--- config.mk ---
export PLATFORM = sky130hd
export DESIGN_NAME = ram1p_arbiter
export DESIGN_NICKNAME = d
export VERILOG_FILES = /design/src/rtl/ram1p_arbiter.sv
export SDC_FILE = /design/constraint.sdc
export NUM_CORES = 1
export LEC_CHECK = 0
export CORE_AREA = 2 2 80 82
export DETAILED_ROUTE_END_ITERATION = 7
export DIE_AREA = 0 0 82 84
export PLACE_DENSITY_LB_ADDON = 0.25
export SYNTH_ARGS = -nofsm -noshare
export SYNTH_HDL_FRONTEND = slang
export SYNTH_SLANG_ARGS = --single-unit
--- constraint.sdc ---
create_clock -name clk -period 4.45 [get_ports clk]
set_input_delay 0.89 -clock clk [delete_from_list [all_inputs] [get_ports clk]]
set_output_delay 0.89 -clock clk [all_outputs]
set_load 0.02 [all_outputs]
--- src/rtl/ram1p_arbiter.sv ---
// ram1p_arbiter: shares one single-port SRAM between a read and a write requester,
// write-over-read with read anti-starvation; RAM1P_ARB_INITCLR_EN adds a zero-clear sweep.
module ram1p_arbiter #(
    parameter int DEPTH      = 64,
    parameter int WIDTH      = 44,
    parameter int STARVE_MAX = 4
) (
    input  logic                     clk,
    input  logic                     reset,
    input  logic                     RdReq,
    input  logic [$clog2(DEPTH)-1:0] RdAddr,
    output logic                     RdGnt,
    output logic                     RdValid,
    output logic [WIDTH-1:0]         RdData,
    input  logic                     WrReq,
    input  logic [$clog2(DEPTH)-1:0] WrAddr,
    input  logic [WIDTH-1:0]         WrData,
    output logic                     WrGnt,
    input  logic                     ClearReq,
    output logic                     Busy,
    output logic                     RamCE,
    output logic                     RamWe,
    output logic [$clog2(DEPTH)-1:0] RamAddr,
    output logic [WIDTH-1:0]         RamDin,
    input  logic [WIDTH-1:0]         RamDout
);
    localparam int AW = $clog2(DEPTH);
    localparam int SW = $clog2(STARVE_MAX + 1);
    localparam logic [SW-1:0] STARVE_LIM = SW'(STARVE_MAX);

    logic          busy;
    logic [AW-1:0] clr_addr;
    logic [SW-1:0] starve_reg;
    logic          rd_valid_reg;
    logic          starved;
    logic          rd_gnt;
    logic          wr_gnt;

`ifdef RAM1P_ARB_INITCLR_EN
    typedef enum logic {S_CLEAR, S_READY} state_t;
    localparam logic [AW-1:0] LAST_ADDR = AW'(DEPTH - 1);

    state_t        state_reg;
    logic          busy_reg;
    logic [AW-1:0] clr_addr_reg;

    always_ff @(posedge clk) begin
        if (reset) begin
            state_reg    <= S_CLEAR;
            busy_reg     <= 1'b1;
            clr_addr_reg <= '0;
        end else begin
            case (state_reg)
                S_CLEAR: begin
                    clr_addr_reg <= clr_addr_reg + AW'(1);
                    if (clr_addr_reg == LAST_ADDR) begin
                        state_reg    <= S_READY;
                        busy_reg     <= 1'b0;
                        clr_addr_reg <= '0;
                    end
                end
                default: begin
                    if (ClearReq) begin
                        state_reg    <= S_CLEAR;
                        busy_reg     <= 1'b1;
                        clr_addr_reg <= '0;
                    end
                end
            endcase
        end
    end

    assign busy     = busy_reg;
    assign clr_addr = clr_addr_reg;
`else
    logic clear_req_unused;
    assign clear_req_unused = ClearReq;
    assign busy             = 1'b0;
    assign clr_addr         = '0;
`endif

    // Read wins a contention only once it has lost STARVE_MAX in a row.
    assign starved = (starve_reg == STARVE_LIM);
    assign rd_gnt  = !reset && !busy && RdReq && (!WrReq || starved);
    assign wr_gnt  = !reset && !busy && WrReq && !(RdReq && starved);

    always_ff @(posedge clk) begin
        if (reset) begin
            starve_reg   <= '0;
            rd_valid_reg <= 1'b0;
        end else begin
            rd_valid_reg <= rd_gnt;
            if (!RdReq || rd_gnt)
                starve_reg <= '0;
            else if (!busy && !starved)
                starve_reg <= starve_reg + SW'(1);
        end
    end

    assign RdGnt   = rd_gnt;
    assign WrGnt   = wr_gnt;
    assign RdValid = rd_valid_reg;
    assign RdData  = RamDout;
    assign Busy    = busy;

    assign RamCE   = rd_gnt | wr_gnt | busy;
    assign RamWe   = wr_gnt | busy;
    assign RamAddr = busy ? clr_addr : (wr_gnt ? WrAddr : RdAddr);
    assign RamDin  = busy ? '0 : WrData;
endmodule
**Yosys cells after proc, flatten, opt, wreduce, memory -nomap -nowiden**

Cells that the tools add are included.

- Bits in registers: 4
- Bits of input ports: 105
- Output and inout port bits: 100
- Word-level logic and storage cells: 18

- Add/sub/neg operators: 1
- Equal/unequal tests: 1
- Mux-type cells: 1
- Bitwise logic cells: 1
- Reductions and logical operators: 12

Operators with widths:

| kind | count |
|---|---|
| $mux W6 | 1 |
| $logic_and A1 B1 Y1 | 5 |
| $logic_not A1 Y1 | 4 |
| $add A3 B1 Y3 const B | 1 |
| $eq A3 B3 Y1 const B | 1 |
| $logic_or A1 B1 Y1 | 2 |
| $reduce_or A2 Y1 | 1 |
| $or A1 B1 Y1 | 1 |

**Depth between registers and ports, before layout**

Gate-level depths: netlist (run 1).

- Depth after elaboration: 5
- Mapped depth: 6
- Mapped depth without buffers: 5

**Worst setup path before layout (run 1)**

Ideal clock, no wire load.

- Kind: input port to output port
- Start point: in reset
- End point: out WrGnt
- Data arrival time: 1.679 ns
- Data required time: 3.560 ns
- Slack: 1.881 ns
- Stages on the path: 5
- Buffers on the path: 2
- Cells stage by stage: nand2b_1 > a31o_1 > buf_6 > inv_1 > buf_4

- Cells in the longest elaborated chain, start to end: 3

RTL lines:

| what | line | text |
|---|---|---|
| start: declaration | 9 | `input logic reset,` |
| $logic_not A1 Y1 | 85 | `assign wr_gnt = !reset && !busy && WrReq && !(RdReq && starved);` |
| $logic_and A1 B1 Y1 (2 in a row) | 85 |  |
| end: declaration | 18 | `output logic WrGnt,` |

Every way passes these cells.

**Worst setup path after layout (run 1)**

- Start point: in reset
- End point: out RamAddr[3]

- Cells in the longest elaborated chain, start to end: 4

RTL lines:

| what | line | text |
|---|---|---|
| $logic_not A1 Y1 | 85 |  |
| $logic_and A1 B1 Y1 (2 in a row) | 85 |  |
| $mux W6 | 108 | `assign RamAddr = busy ? clr_addr : (wr_gnt ? WrAddr : RdAddr);` |
| end: declaration | 23 | `output logic [$clog2(DEPTH)-1:0] RamAddr,` |

Every way passes these cells.

==> flow_metrics.py, run 1 <==
metrics = {
    "critical_path": {
        "critPathCaptureType": "output pin",
        "r2r_start": "starve_reg[0]$_SDFFE_PP0P_",
        "cp_cell_sequence": "clkdlybuf4s50_1 > nand2b_1 > a31o_1 > mux2_4 > clkdlybuf4s50_1",
        "r2r_end": "starve_reg[2]$_SDFFE_PP0P_",
        "ff2ff_path_depth": 5,
        "critPathRequiredTime_ps": 3560,
        "crit_path_max_incr_delay_ps": 530,
        "path_class": "in2out",
        "path_buf_inv": 2,
        "start_kind": "input port",
        "critPathLaunch": "reset",
        "slowest_stage": "clkdlybuf4s50_1",
        "r2r_slack_ps": 3380,
        "setup.worst_path.end": "RamAddr[3]",
        "crit_top_cell": "clkdlybuf4s50_1",
        "cp_max_fo": 7,
        "cp.depth": 5,
        "path_delay_family": "buffers and inverters",
        "critical_path_arrival_ps": 2790,
    },
    "yosys": {
        "ys_types": 16,
        "synth.avg_cell_area_um2": 8.05,
        "async_reset_ff_share_pct": 0,
        "synth_flop_cell": "dfxtp_1",
        "synthTopCellsByArea": "buf_4 69%, mux2_4 9.2%, dfxtp_1 8.2%",
        "syn-num-nets": 229,
        "synthCells": 122,
        "synth_most_common_cell": "buf_4",
        "synth_edf_count": 0,
        "yosysSeqAreaShare_pct": 8.15,
        "ys_warn_count": 0,
        "synth_top_area_share_pct": 68.8,
        "synth_largest_area_cell": "buf_4",
        "syn_area_um2": 982,
        "synth_common_cells": "90 x buf_4, 6 x mux2_4, 5 x nor2_1",
        "synth-seq-cells": 4,
    },
    "run_status": {
        "status": "complete, no violations",
    },
    "grt": {
        "antenna_found_initial": 0,
        "grt_usage_pct": 4.01,
        "grt_max_degree": 8,
        "grt_pass1_wl_um": 2060,
        "gr-total-overflow": 0,
        "grt_pass1_vias": 460,
    },
    "routing": {
        "drtPass1Iterations": 1,
        "ant_nets": 0,
        "vias": 427,
        "drt_wl_total_um": 1590,
        "vias_per_cell": 3.12,
        "wl_per_cell_um": 11.6,
        "route.detailed.drc": 0,
        "drtIter0Drc": 0,
    },
    "sta": {
        "finalCritPeriodShare_pct": 82.7,
        "final.min_clock_period_ps": 3680,
        "setup_viol": 0,
        "fin_worst_skew_ps": 3.76,
        "max_freq_mhz": 272,
        "timing.setup.tns_ps": 0,
        "rsz0062_at_grt": "no",
        "finalHoldViolCount": 0,
        "whs_ps": 447,
        "setup_slack_ps": 769,
        "timing_max_transition_violations_final": 0,
    },
    "pwr": {
        "total_power_mw": 0.163,
        "combPwrFrac_pct": 30.5,
        "p_leak_nw": 0.265,
        "switching_share_pct": 23.3,
        "ir_worst_vdd_mv": 0.0733,
        "p_int_mw": 0.125,
        "switchingPower_mw": 0.0381,
        "seqPwrFrac_pct": 22.9,
        "powerDensity_mw_per_mm2": 236,
        "pwr-share-clk_pct": 46.6,
    },
    "floorplan": {
        "die_area_mm2": 0.00689,
        "die_w_um": 82,
        "core_area_mm2": 0.00610,
        "pin_count": 205,
        "fp-row-count": 29,
        "start_util_pct": 16.1,
        "die_y_um": 84,
    },
    "cts": {
        "cts_resized": 0,
        "clk_path_buf_depth": 2,
        "cts_sinks": 4,
        "cts_buffers": 3,
        "root_buffer": "clkbuf_8",
        "htreeDepth": 1,
        "ctsHoldBuffers": 0,
        "path_clk_slew_ps": 30,
        "postCtsSetupBuffers": 0,
        "clk_latency_ps": 220,
        "cts_tree": "done",
    },
    "worst_hold_path": {
        "min_path_cells": 1,
        "hp-class": "reg2reg",
    },
    "final_layout": {
        "diodes": 0,
        "layout.nets": 169,
        "final_cells": 137,
        "area_growth_pct": -29.4,
        "design_area_um2": 693,
        "largest_reg_flops": 3,
        "drive_above_1_share_pct": 15.0,
        "fill_cells": 696,
        "utilization_pct": 11.4,
    },
    "placement": {
        "post_dp_cell_area_um2": 652,
        "place_inst": 134,
        "pre_cts_ws_ps": 757,
        "place_congestion": 0.654,
        "dp_hpwl_um": 1300,
        "io_buffer_count": 26,
    },
    "run": {
        "maxCapViolCount": 0,
    },
}
## cells in the final DEF, fill, tap and decap left out
| master | count |
|---|---|
| a21boi_0 | 2 |
| a31o_1 | 1 |
| clkbuf_8 | 3 |
| clkdlybuf4s50_1 | 26 |
| conb_1 | 1 |
| dfxtp_1 | 4 |
| ha_1 | 2 |
| inv_1 | 4 |
| mux2_4 | 6 |
| mux2i_1 | 1 |
| nand2_1 | 1 |
| nand2b_1 | 1 |
| nand3_1 | 1 |
| nor2_1 | 5 |
| nor2b_1 | 1 |
| nor3b_1 | 1 |
## routing by layer
layer	global-route usage [%]	share of wire [%]	vias up
met2	6.21	42	62
met1	1.37	20	168
li1	-	-	159
met3	3.35	25	38
met4	7.27	13	0
met5	0	0	-
## final cells by class
class                   count  area (um^2)  share of cell area (%)
repair buffers             26          260                    37.5
well taps                  77         96.3                    13.9
inverters                   4         15.0                    2.17
clock buffers               3         41.3                    5.96
multi-input cells          23          200                    28.9
flip-flops and latches      4         80.1                    11.6
## worst min-delay path by stage
stage	to	from
after floorplan	starve_reg[0]$_SDFFE_PP0P_	starve_reg[0]$_SDFFE_PP0P_
after global placement	starve_reg[0]$_SDFFE_PP0P_	starve_reg[0]$_SDFFE_PP0P_
after detailed placement	starve_reg[0]$_SDFFE_PP0P_	starve_reg[0]$_SDFFE_PP0P_
after CTS	starve_reg[0]$_SDFFE_PP0P_	starve_reg[0]$_SDFFE_PP0P_
after global routing	starve_reg[0]$_SDFFE_PP0P_	starve_reg[0]$_SDFFE_PP0P_
final	starve_reg[0]$_SDFFE_PP0P_	starve_reg[0]$_SDFFE_PP0P_
## kinds of logic (layout without fill, tap and decap cells)
logic type               count (synthesis)  after routing  share of synthesized area, %
AO/OA/AOI/OAI                            3              3                          2.42
adder cells (fa/ha/maj)                  2              2                          2.55
buffers and inverters                   95             33                          71.5
flip-flops                               4              4                          8.15
multiplexers                             7              7                          10.2
other                                    1              1                         0.382
AND/OR/NAND/NOR                         10             10                          4.84
## power by group through the flow
stage	combinational (mW)	sequential (mW)	clock (mW)
after detailed placement	0.0503	0.0379	0
final	0.0498	0.0374	0.0762
after global routing	0.0534	0.0375	0.0813
after floorplan	0.140	0.0383	0
after global placement	0.0504	0.0378	0
after CTS	0.0505	0.0374	0.0787
Note: power is estimated with default switching activity, not from simulation.
==> inputs of run 2 (changes only) <==
- clock period: 4.45 -> 3.4 ns (I/O delays scaled with it)
==> flow_metrics.py, run 2 (synthesis results as in run 1) <==
metrics = {
    "floorplan": {
        "core_area_mm2": 0.00610,
        "pin_count": 205,
        "die_y_um": 84,
        "start_util_pct": 16.1,
        "fp-row-count": 29,
        "die_w_um": 82,
        "die_area_mm2": 0.00689,
    },
    "run_status": {
        "status": "complete, no violations",
    },
    "final_layout": {
        "multiInputGateArea_um2": 200,
        "layout_common_cells": "26 x clkdlybuf4s50_1, 6 x mux2_4, 5 x nor2_1, 4 x dfxtp_1, 4 x inv_1",
        "area_growth_pct": -28.7,
        "ff_latch_area_um2": 80.1,
        "drive_above_1_share_pct": 16.4,
        "diodes": 0,
        "layout_commonest_cell": "clkdlybuf4s50_1",
        "utilization_pct": 11.5,
        "layout.nets": 170,
        "largest_reg_flops": 3,
        "fill_cells": 708,
    },
    "cts": {
        "root_buffer": "clkbuf_8",
        "cts_buffers": 3,
        "path_clk_slew_ps": 30,
        "postCtsSetupBuffers": 0,
        "ctsHoldBuffers": 0,
        "clk_path_buf_depth": 2,
        "cts_sinks": 4,
        "cts_resized": 0,
        "cts_tree": "done",
        "htreeDepth": 1,
        "clk_latency_ps": 210,
    },
    "critical_path": {
        "start_kind": "input port",
        "critPathRequiredTime_ps": 2720,
        "path_class": "in2out",
        "critPathCaptureType": "output pin",
        "cp_max_fo": 7,
        "critical_path_arrival_ps": 2580,
    },
    "sta": {
        "whs_ps": 441,
        "final.min_clock_period_ps": 3260,
        "finalHoldViolCount": 0,
        "setup_viol": 0,
        "rsz0062_at_grt": "no",
        "finalCritPeriodShare_pct": 95.9,
        "setup_slack_ps": 141,
        "timing.setup.tns_ps": 0,
        "timing_max_transition_violations_final": 0,
        "max_freq_mhz": 307,
        "fin_worst_skew_ps": 1.52,
    },
    "routing": {
        "wl_per_cell_um": 11.7,
        "vias": 435,
        "ant_nets": 0,
        "route.detailed.drc": 0,
        "drtIter0Drc": 1,
        "vias_per_cell": 3.15,
        "drtPass1Iterations": 2,
        "drt_wl_total_um": 1620,
    },
    "pwr": {
        "total_power_mw": 0.214,
        "p_leak_nw": 0.270,
        "powerDensity_mw_per_mm2": 306,
        "ir_worst_vdd_mv": 0.0875,
    },
    "grt": {
        "grt_usage_pct": 3.99,
        "antenna_found_initial": 0,
        "grt_pass1_wl_um": 2080,
        "grt_pass1_vias": 467,
        "grt_max_degree": 8,
        "gr-total-overflow": 0,
    },
    "placement": {
        "pre_cts_ws_ps": 117,
        "dp_hpwl_um": 1310,
        "place_congestion": 0.660,
        "io_buffer_count": 26,
    },
    "run": {
        "maxCapViolCount": 0,
    },
    "worst_hold_path": {
        "hp-class": "reg2reg",
    },
}
run 2: cell count changes in the layout (fill, tap and decap cells not counted):
cell / delta
buf_4: +1
run 2: critical path: stages:
cell and delay [ps]:
clkdlybuf4s50_1 500, nand2b_1 140, a31o_1 380, mux2_4 340
clkdlybuf4s50_1 530
run 2: worst paths after layout:
path / cells past startpoint / endpoint / slack, ps / start
min reg2reg: 1 / starve_reg[0]$_SDFFE_PP0P_ / 440 / starve_reg[0]$_SDFFE_PP0P_
max reg2reg: 5 / starve_reg[2]$_SDFFE_PP0P_ / 2370 / starve_reg[0]$_SDFFE_PP0P_
min: 1 / starve_reg[0]$_SDFFE_PP0P_ / 440 / starve_reg[0]$_SDFFE_PP0P_
max: 5 / RamAddr[3] / 140 / reset
run 2: layer usage:
layer	track usage [%]	wire [um]	share of wire [%]
met1	1.76	361	22
met4	8.03	206	13
met5	0	0	0
met2	5.69	659	41
met3	2.81	392	24
run 2: per-stage QoR:
stage               cell area [um^2]  std cells
global route                     701        138
detailed placement               659        135
finish                           701        138
CTS                              701        138
floorplan                        982        122
global placement                 659        135
run 2: final cells by class:
cell class	count	area share, %
repair buffers	27	38.2
clock buffers	3	5.89
well taps	77	13.7
flip-flops and latches	4	11.4
multi-input cells	23	28.6
inverters	4	2.14
run 2: report_power, final:
part / switching [mW] / internal, mW
Combinational: 0.0256 / 0.0409
Sequential: 0.000553 / 0.0484
Clock: 0.0235 / 0.0754
==> inputs of run 3 (changes only) <==
- PLACE_DENSITY: not set -> 0.79
- PLACE_DENSITY_LB_ADDON: 0.25 -> not set
==> flow_metrics.py, run 3 (synthesis results as in run 1) <==
metrics = {
    "run_status": {
        "status": "complete, no violations",
    },
    "placement": {
        "io_buffer_count": 26,
        "dp_hpwl_um": 1540,
        "place_inst": 134,
        "place_congestion": 0.582,
        "pre_cts_ws_ps": 152,
    },
    "cts": {
        "postCtsSetupBuffers": 0,
        "clk_latency_ps": 220,
        "path_clk_slew_ps": 30,
        "cts_sinks": 4,
        "clk_path_buf_depth": 2,
        "cts_buffers": 3,
        "root_buffer": "clkbuf_8",
        "cts_resized": 0,
        "ctsHoldBuffers": 0,
        "cts_tree": "done",
        "htreeDepth": 1,
    },
    "routing": {
        "route.detailed.drc": 0,
        "drtIter0Drc": 0,
        "vias": 454,
        "vias_per_cell": 3.31,
        "drtPass1Iterations": 1,
        "wl_per_cell_um": 13.7,
        "drt_wl_total_um": 1880,
        "ant_nets": 0,
    },
    "sta": {
        "setup_viol": 0,
        "setup_slack_ps": 146,
        "finalCritPeriodShare_pct": 95.7,
        "final.min_clock_period_ps": 3250,
        "timing.setup.tns_ps": 0,
        "max_freq_mhz": 307,
        "finalHoldViolCount": 0,
        "fin_worst_skew_ps": 0.979,
        "timing_max_transition_violations_final": 0,
        "whs_ps": 443,
        "rsz0062_at_grt": "no",
    },
    "final_layout": {
        "final_cells": 137,
        "drive_above_1_share_pct": 15.0,
        "largest_reg_flops": 3,
        "layout_commonest_cell": "clkdlybuf4s50_1",
        "layout.nets": 169,
        "layout_common_cells": "26 x clkdlybuf4s50_1, 6 x mux2_4, 5 x nor2_1, 4 x dfxtp_1, 4 x inv_1",
        "area_growth_pct": -29.4,
        "diodes": 0,
    },
    "floorplan": {
        "pin_count": 205,
        "die_area_mm2": 0.00689,
        "die_w_um": 82,
        "fp-row-count": 29,
        "core_area_mm2": 0.00610,
        "start_util_pct": 16.1,
        "die_y_um": 84,
    },
    "critical_path": {
        "critical_path_arrival_ps": 2570,
        "critPathCaptureType": "output pin",
        "start_kind": "input port",
        "critPathRequiredTime_ps": 2720,
        "path_class": "in2out",
        "cp_max_fo": 7,
    },
    "pwr": {
        "p_leak_nw": 0.265,
        "ir_worst_vdd_mv": 0.0791,
        "total_power_mw": 0.216,
        "powerDensity_mw_per_mm2": 311,
    },
    "grt": {
        "grt_usage_pct": 5.03,
        "grt_pass1_wl_um": 2420,
        "grt_pass1_vias": 508,
        "gr-total-overflow": 0,
        "antenna_found_initial": 0,
        "grt_max_degree": 8,
    },
    "worst_hold_path": {
        "hp-class": "reg2reg",
    },
    "run": {
        "maxCapViolCount": 0,
    },
}
==> run 3: final cells by class <==
class / count / area (um^2)
fillers: 699 / 5400
repair buffers: 26 / 260
multi-input cells: 23 / 200
well taps: 77 / 96.3
flip-flops and latches: 4 / 80.1
clock buffers: 3 / 41.3
inverters: 4 / 15.0
==> run 3: critical path: stages <==
cell	delay [ps]
clkdlybuf4s50_1	500
nand2b_1	140
a31o_1	370
mux2_4	340
clkdlybuf4s50_1	540
==> run 3: worst paths after layout <==
path	from	end	slack, ps	depth (start not counted)
worst min register to register	starve_reg[0]$_SDFFE_PP0P_	starve_reg[0]$_SDFFE_PP0P_	440	1
worst max register to register	starve_reg[0]$_SDFFE_PP0P_	starve_reg[2]$_SDFFE_PP0P_	2380	5
worst min-delay path	starve_reg[0]$_SDFFE_PP0P_	starve_reg[0]$_SDFFE_PP0P_	440	1
worst max-delay path	reset	RamAddr[0]	150	5
==> run 3: layer usage <==
layer / wire (um) / vias to the layer above / global-route usage (%)
met3: 382 / 54 / 2.92
met4: 337 / 0 / 10.2
met2: 864 / 69 / 8.72
met1: 290 / 171 / 1.24
met5: 0 / - / 0
li1: - / 160 / -
==> run 3: through the flow <==
step                utilization (%)  instance area (um^2)
finish                         11.4                   693
global route                   11.4                   693
CTS                            11.4                   693
detailed placement             10.7                   652
global placement               10.7                   652
floorplan                         -                   982
==> run 3: power breakdown <==
group          total, mW  internal (mW)  switching, mW
Clock              0.100         0.0755         0.0249
Sequential        0.0489         0.0484       0.000530
Combinational     0.0664         0.0402         0.0262
